[src/rtl/vend_txn_controller.sv]
// vend_txn_controller
//   Transaction sequencer for a multi-product coin vending unit. It adds up credit from
//   1/2/5-rupee coin pulses and checks a product selection against its price. It then
//   runs the dispenser request/ack handshake and pays change one coin at a time to the
//   hopper over a valid/ready handshake.
//
//   Optional feature: define VEND_AUTO_REFUND_EN to refund all credit automatically
//   after TIMEOUT_CYC idle cycles in IDLE with non-zero credit.
//
// Ports
//   i_clk            system clock, rising edge
//   i_reset          synchronous active-high reset
//   i_rupee1/2/5     one-cycle coin pulses (simultaneous pulses are summed)
//   i_sel_valid      selection strobe, i_sel = product index 0..2 (3 invalid)
//   i_cancel         refund request
//   i_disp_ready     dispenser ack, completes a vend
//   i_chg_ready      hopper accepts the offered change coin
//   o_dispense       vend request, held until i_disp_ready
//   o_dispense_item  product being vended
//   o_chg_valid      change coin offered
//   o_chg_coin       01=1, 10=2, 11=5 rupees; 00 when o_chg_valid=0
//   o_coin_reject    one-cycle pulse, inserted coin(s) returned
//   o_err_sel        one-cycle pulse, invalid index or insufficient credit
//   o_credit         current credit
//   o_busy           high in VEND or CHANGE
module vend_txn_controller #(
    parameter int unsigned CREDIT_W    = 5,
    parameter int unsigned MAX_CREDIT  = 15,
    parameter int unsigned PRICE0      = 10,
    parameter int unsigned PRICE1      = 7,
    parameter int unsigned PRICE2      = 4,
    parameter int unsigned TIMEOUT_CYC = 16
) (
    input  logic                i_clk,
    input  logic                i_reset,
    input  logic                i_rupee1,
    input  logic                i_rupee2,
    input  logic                i_rupee5,
    input  logic                i_sel_valid,
    input  logic [1:0]          i_sel,
    input  logic                i_cancel,
    input  logic                i_disp_ready,
    input  logic                i_chg_ready,
    output logic                o_dispense,
    output logic [1:0]          o_dispense_item,
    output logic                o_chg_valid,
    output logic [1:0]          o_chg_coin,
    output logic                o_coin_reject,
    output logic                o_err_sel,
    output logic [CREDIT_W-1:0] o_credit,
    output logic                o_busy
);

    typedef enum logic [1:0] {StIdle, StVend, StChange} state_e;

    state_e              r_state;
    logic [CREDIT_W-1:0] r_credit;
    logic                r_dispense;
    logic [1:0]          r_dispense_item;
    logic                r_chg_valid;
    logic [1:0]          r_chg_coin;
    logic                r_coin_reject;
    logic                r_err_sel;
    logic                r_busy;

    // Largest coin that does not exceed the remaining credit.
    function automatic logic [1:0] greedy_coin(input logic [CREDIT_W-1:0] c);
        if (c >= CREDIT_W'(5)) begin
            return 2'b11;
        end else if (c >= CREDIT_W'(2)) begin
            return 2'b10;
        end else begin
            return 2'b01;
        end
    endfunction

    function automatic logic [CREDIT_W-1:0] coin_value(input logic [1:0] coin);
        case (coin)
            2'b11:   return CREDIT_W'(5);
            2'b10:   return CREDIT_W'(2);
            2'b01:   return CREDIT_W'(1);
            default: return '0;
        endcase
    endfunction

    logic [3:0]          w_sum;
    logic                w_coin_any;
    logic                w_event;
    logic [CREDIT_W-1:0] w_price;
    logic                w_sel_ok;
    logic [CREDIT_W-1:0] w_post;
    logic [CREDIT_W:0]   w_total;
    logic                w_fits;
    logic [CREDIT_W-1:0] w_idle_credit;
    logic [CREDIT_W-1:0] w_chg_credit;
    logic                w_timeout;

    assign w_sum      = {3'b000, i_rupee1} + {2'b00, i_rupee2, 1'b0} + (i_rupee5 ? 4'd5 : 4'd0);
    assign w_coin_any = i_rupee1 | i_rupee2 | i_rupee5;
    assign w_event    = w_coin_any | i_sel_valid | i_cancel;

    always_comb begin
        w_price = '0;
        case (i_sel)
            2'd0:    w_price = CREDIT_W'(PRICE0);
            2'd1:    w_price = CREDIT_W'(PRICE1);
            2'd2:    w_price = CREDIT_W'(PRICE2);
            default: w_price = '0;
        endcase
    end

    // Selection is judged on registered credit; same-cycle coins land on top of the
    // post-purchase balance.
    assign w_sel_ok      = i_sel_valid && (i_sel != 2'd3) && (r_credit >= w_price);
    assign w_post        = w_sel_ok ? (r_credit - w_price) : r_credit;
    assign w_total       = {1'b0, w_post} + (CREDIT_W + 1)'(w_sum);
    assign w_fits        = (w_total <= (CREDIT_W + 1)'(MAX_CREDIT));
    assign w_idle_credit = w_fits ? w_total[CREDIT_W-1:0] : w_post;
    assign w_chg_credit  = r_credit - coin_value(r_chg_coin);

`ifdef VEND_AUTO_REFUND_EN
    localparam int unsigned CNT_W = $clog2(TIMEOUT_CYC + 1);

    logic [CNT_W-1:0] r_idle_cnt;
    logic             w_idle_tick;

    assign w_idle_tick = (r_state == StIdle) && (r_credit != '0) && !w_event;
    // Fires on the TIMEOUT_CYC-th consecutive idle cycle.
    assign w_timeout   = w_idle_tick && (r_idle_cnt == CNT_W'(TIMEOUT_CYC - 1));

    always_ff @(posedge i_clk) begin
        if (i_reset) begin
            r_idle_cnt <= '0;
        end else if (w_idle_tick && !w_timeout) begin
            r_idle_cnt <= r_idle_cnt + 1'b1;
        end else begin
            r_idle_cnt <= '0;
        end
    end
`else
    logic w_unused_timeout;

    assign w_timeout        = 1'b0;
    assign w_unused_timeout = (TIMEOUT_CYC != 0);
`endif

    always_ff @(posedge i_clk) begin
        if (i_reset) begin
            r_state         <= StIdle;
            r_credit        <= '0;
            r_dispense      <= 1'b0;
            r_dispense_item <= 2'b00;
            r_chg_valid     <= 1'b0;
            r_chg_coin      <= 2'b00;
            r_coin_reject   <= 1'b0;
            r_err_sel       <= 1'b0;
            r_busy          <= 1'b0;
        end else begin
            r_coin_reject <= 1'b0;
            r_err_sel     <= 1'b0;
            case (r_state)
                StIdle: begin
                    r_credit      <= w_idle_credit;
                    r_coin_reject <= w_coin_any && !w_fits;
                    if (w_sel_ok) begin
                        r_dispense      <= 1'b1;
                        r_dispense_item <= i_sel;
                        r_busy          <= 1'b1;
                        r_state         <= StVend;
                    end else begin
                        r_err_sel <= i_sel_valid;
                        // An invalid selection does not block a same-cycle cancel.
                        if ((i_cancel || w_timeout) && (w_idle_credit != '0)) begin
                            r_chg_valid <= 1'b1;
                            r_chg_coin  <= greedy_coin(w_idle_credit);
                            r_busy      <= 1'b1;
                            r_state     <= StChange;
                        end
                    end
                end
                StVend: begin
                    r_coin_reject <= w_coin_any;
                    if (i_disp_ready) begin
                        r_dispense <= 1'b0;
                        if (r_credit != '0) begin
                            r_chg_valid <= 1'b1;
                            r_chg_coin  <= greedy_coin(r_credit);
                            r_state     <= StChange;
                        end else begin
                            r_busy  <= 1'b0;
                            r_state <= StIdle;
                        end
                    end
                end
                StChange: begin
                    r_coin_reject <= w_coin_any;
                    if (r_chg_valid && i_chg_ready) begin
                        r_credit <= w_chg_credit;
                        if (w_chg_credit == '0) begin
                            r_chg_valid <= 1'b0;
                            r_chg_coin  <= 2'b00;
                            r_busy      <= 1'b0;
                            r_state     <= StIdle;
                        end else begin
                            r_chg_coin <= greedy_coin(w_chg_credit);
                        end
                    end
                end
                default: begin
                    r_state <= StIdle;
                end
            endcase
        end
    end

    assign o_dispense      = r_dispense;
    assign o_dispense_item = r_dispense_item;
    assign o_chg_valid     = r_chg_valid;
    assign o_chg_coin      = r_chg_coin;
    assign o_coin_reject   = r_coin_reject;
    assign o_err_sel       = r_err_sel;
    assign o_credit        = r_credit;
    assign o_busy          = r_busy;

endmodule

[config.mk]
export PLATFORM = sky130hd
export DESIGN_NAME = vend_txn_controller
export DESIGN_NICKNAME = d
export VERILOG_FILES = /design/src/rtl/vend_txn_controller.sv
export SDC_FILE = /design/constraint.sdc
export NUM_CORES = 1
export LEC_CHECK = 0
export ABC_CLOCK_PERIOD_IN_PS = 10650
export CORE_ASPECT_RATIO = 1.1
export CORE_MARGIN = 4
export CORE_UTILIZATION = 28
export DETAILED_ROUTE_END_ITERATION = 16
export GPL_TIMING_DRIVEN = 1
export MAX_ROUTING_LAYER = met4
export SLEW_MARGIN = 10
export SYNTH_ARGS = -nofsm -noshare
export SYNTH_HDL_FRONTEND = slang
export SYNTH_SLANG_ARGS = --single-unit
[constraint.sdc]
create_clock -name i_clk -period 10.65 [get_ports i_clk]
set_clock_uncertainty 0.05 [all_clocks]
set_input_delay 2.13 -clock i_clk [delete_from_list [all_inputs] [get_ports i_clk]]
set_output_delay 2.13 -clock i_clk [all_outputs]
set_load 0.005 [all_outputs]
==> flow_summary.yaml <==
worst_hold_path:
  worstHoldEndpoint: "o_dispense_item[1]"
  hp-start: "o_dispense_item[1]"
  worstHoldPathCells: 2
  hold_path_class: "reg2reg"
routing:
  drtIter0Drc: 75
  avgViaCountPerCell: 5.20
  post_drt_wl_per_cell_microns: 14.3
  ant_nets: 0
  drtPass1Iterations: 5
  drc_errors: 0
  wl_microns: 4550
  vias: 1658
setup_path:
  cp_cell_sequence: "clkdlybuf4s50_1 -> inv_1 -> ha_1 -> o21bai_1 -> ha_1 -> nor2b_1 -> o221a_4 -> o21ai_0 -> a21oi_1 -> fa_1 -> inv_1 -> fa_1 -> nand2_1 -> or4_1 -> o31ai_4 -> mux2_1 -> a21oi_1 -> nor3_2"
  r2r_start: "o_credit[1]"
  critPathLaunchType: "input port"
  worst_ep_arrival_time_ps: 6680
  r2r_slack_ps: 6250
  slowest_stage: "clkdlybuf4s50_1"
  path_max_fanout: 7
  crit_type: "in2reg"
  r2r_end: "o_credit[1]"
  cp-end-kind: "flip-flop"
  rr_worst_depth: 14
  critical_path_required_ps: 10720
  max_stage_delay_ps: 500
global_routing:
  grt_pass1_vias: 1731
  antenna_found_initial: 0
  grt_pass1_wl_microns: 7910
  grt_overflow_total: 0
  grt_max_degree: 18
  grt_usage_pct: 12.8
synth:
  ys.flop_type: "dfxtp_1"
  yosys.area.top_type: "dfxtp_1"
  ys_async_sr_fraction_pct: 0
  synth-warning-count: 0
  synth_area_sq_mm: 0.00173
  ys_seq_area_share_pct: 18.5
  synth_edf_count: 0
  netlist_instances: 220
  synth_top_area_share_pct: 18.5
  netlist_top_cells_area: "dfxtp_1 (19%), ha_1 (12%), nor2_1 (5.2%)"
  synth_cell_types: 60
  ys_seq_elements: 16
  avgSynthCellArea_sq_um: 7.85
  syn-num-nets: 252
placement:
  place.gp.congestion: 0.878
  portBuffers: 24
  dp_cells: 315
  hpwlAfterDp_microns: 3690
floorplan:
  rows: 29
  die_h_microns: 90.4
  core_sq_mm: 0.00588
  ios: 25
  start_util_pct: 29.4
  die-area_sq_mm: 0.00749
  fp.dieW_microns: 82.9
sta:
  fmax_mhz: 151
  finalCritPeriodShare_pct: 62.1
  drv_slew: 0
  hold_viol_final: 0
  rsz0062_at_grt: "false"
  hold_slack_ps: 452
  worst_slew_pin_slew_ps: 632
  period_needed_ps: 6610
  setup_viol: 0
  slew_headroom_pct: 57.7
  finalSetupTns_ps: 0
run:
  max_cap_violations: 0
status:
  outcome: "finished clean"
power_and_ir_drop:
  cellPowerDensity_mw_per_mm2: 319
  p_int_uw: 336
  switching_share_pct: 49.8
  ir_drop_mv: 0.0929
  pwr-share-clk_pct: 8.3
  switching_power_uw: 333
  combinationalPowerShare_pct: 74.6
  seqPwrFrac_pct: 17.1
  p_leak_uw: 0.000871
clocking:
  cts_buffers: 3
  numClockSinks: 16
  cts.path.max_buffers: 2
  htreeDepth: 1
  clkLatencyLatePin_ps: 250
  cts_hold_buf: 0
  clockRootBuffer: "clkbuf_8"
  post_cts_resized: 0
  tritoncts: "yes"
  cts_setup_buffers: 0
  path_clk_slew_ps: 70
cells_and_area:
  final_cells: 319
  drive_above_1_share_pct: 5.79
  n_antenna_cell: 0
  syn_to_final_growth_pct: 21.3
  fin_nets: 275
-- worst max-delay path: cells and delay by family --
kind                       cells  cell delay (ps)
muxes                          1              370
adders and majority gates      4             1140
AOI/OAI and AO/OA              6             1550
buffers and inverters          3              680
and+or+nand+nor                4              810
-- worst max path at each step --
stage | slack (ps) | to | depth (start not counted) | from
3_5_place_dp | 3770 | o_credit[1] | 18 | i_sel[1]
3_3_place_gp | 3940 | o_credit[1] | 18 | i_sel[0]
6_report | 4040 | o_credit[1] | 18 | i_sel[0]
2_1_floorplan | 4640 | o_credit[1] | 17 | i_sel[1]
5_1_grt | 3720 | o_credit[1] | 18 | i_sel[1]
4_1_cts | 4020 | o_credit[1] | 18 | i_sel[1]
-- final cells by class --
| class | count | area (sq um) |
|---|---|---|
| repair buffers | 24 | 240 |
| multi-input cells | 180 | 1320 |
| well taps | 77 | 96.3 |
| flip-flops and latches | 16 | 320 |
| clock buffers | 4 | 55.1 |
| inverters | 18 | 67.6 |
| fillers | 646 | 3780 |
-- synthesized netlist by cell type, drive strengths merged (2+ instances only) --
cell type and count:
a211o 2, a211oi 6, a21o 5, a21oi 15, a22oi 2, a31oi 3
and2 4, buf 2, clkbuf 4, dfxtp 16, fa 4, ha 17
inv 18, mux2i 4, nand2 21, nand2b 3, nand3 2, nand3b 2
nand4 2, nor2 25, nor2b 6, nor3 8, o21ai 6, o22ai 3
o31a 3, o31ai 5, or2 2, or3 4, or4 2, xnor2 4
xor2 2
-- power by group through the flow --
stage	registers, uW	clock network [uW]	logic (uW)
after floorplan	104	0	376
after global placement	115	0	494
after detailed placement	116	0	495
after CTS	115	58.2	499
after global routing	118	59.7	562
final	114	55.4	500
-- registers in the layout, indices dropped and copies added (netlist names) --
| register | cells |
|---|---|
| o_chg_valid | 1 |
| o_coin_reject | 1 |
| o_dispense | 1 |
| o_credit | 5 |
| o_dispense_item | 2 |
| o_err_sel | 1 |
| o_busy | 1 |
| r_state | 2 |
| o_chg_coin | 2 |
-- kinds of logic after synthesis --
group           count (synthesis)  synth area share [%]
compound gates                 61                  27.2
xor+xnor                        6                  3.04
fa+ha+maj                      21                  16.9
buf+inv                        24                  5.29
flops                          16                  18.5
mux                             5                  2.97
simple gates                   87                  26.1
-- metal layers --
metal	global-route usage, %	routed length (microns)	vias up
li1	-	-	836
met1	15.7	2050	778
met2	21.4	2230	36
met3	1.55	164	8
met4	4.63	106	0
met5	-	0	-
-- stage by stage --
stage          setup WS, ps  power, uW  utilization, %  area (sq um)
5_1_grt                3720        740            35.7          2100
3_3_place_gp           3940        609            34.7          2040
3_5_place_dp           3770        611            34.7          2040
2_1_floorplan          4640        480               -          1730
6_report               4040        669            35.7          2100
4_1_cts                4020        672            35.7          2100
-- placed cells by master (no fill, tap or decap), types with 4 or more instances in the layout --
master and n:
o21ai_0 5, xnor2_1 4, nand2_1 20, inv_1 18, fa_1 4, o31ai_1 4
or3_1 4, mux2i_1 4, a21o_1 5, clkbuf_8 4, a21oi_1 15, nor3_1 7
nor2_1 24, ha_1 17, clkdlybuf4s50_1 24, a211oi_1 5, dfxtp_1 16, nor2b_1 6
Power figures use the tool's default switching activity.
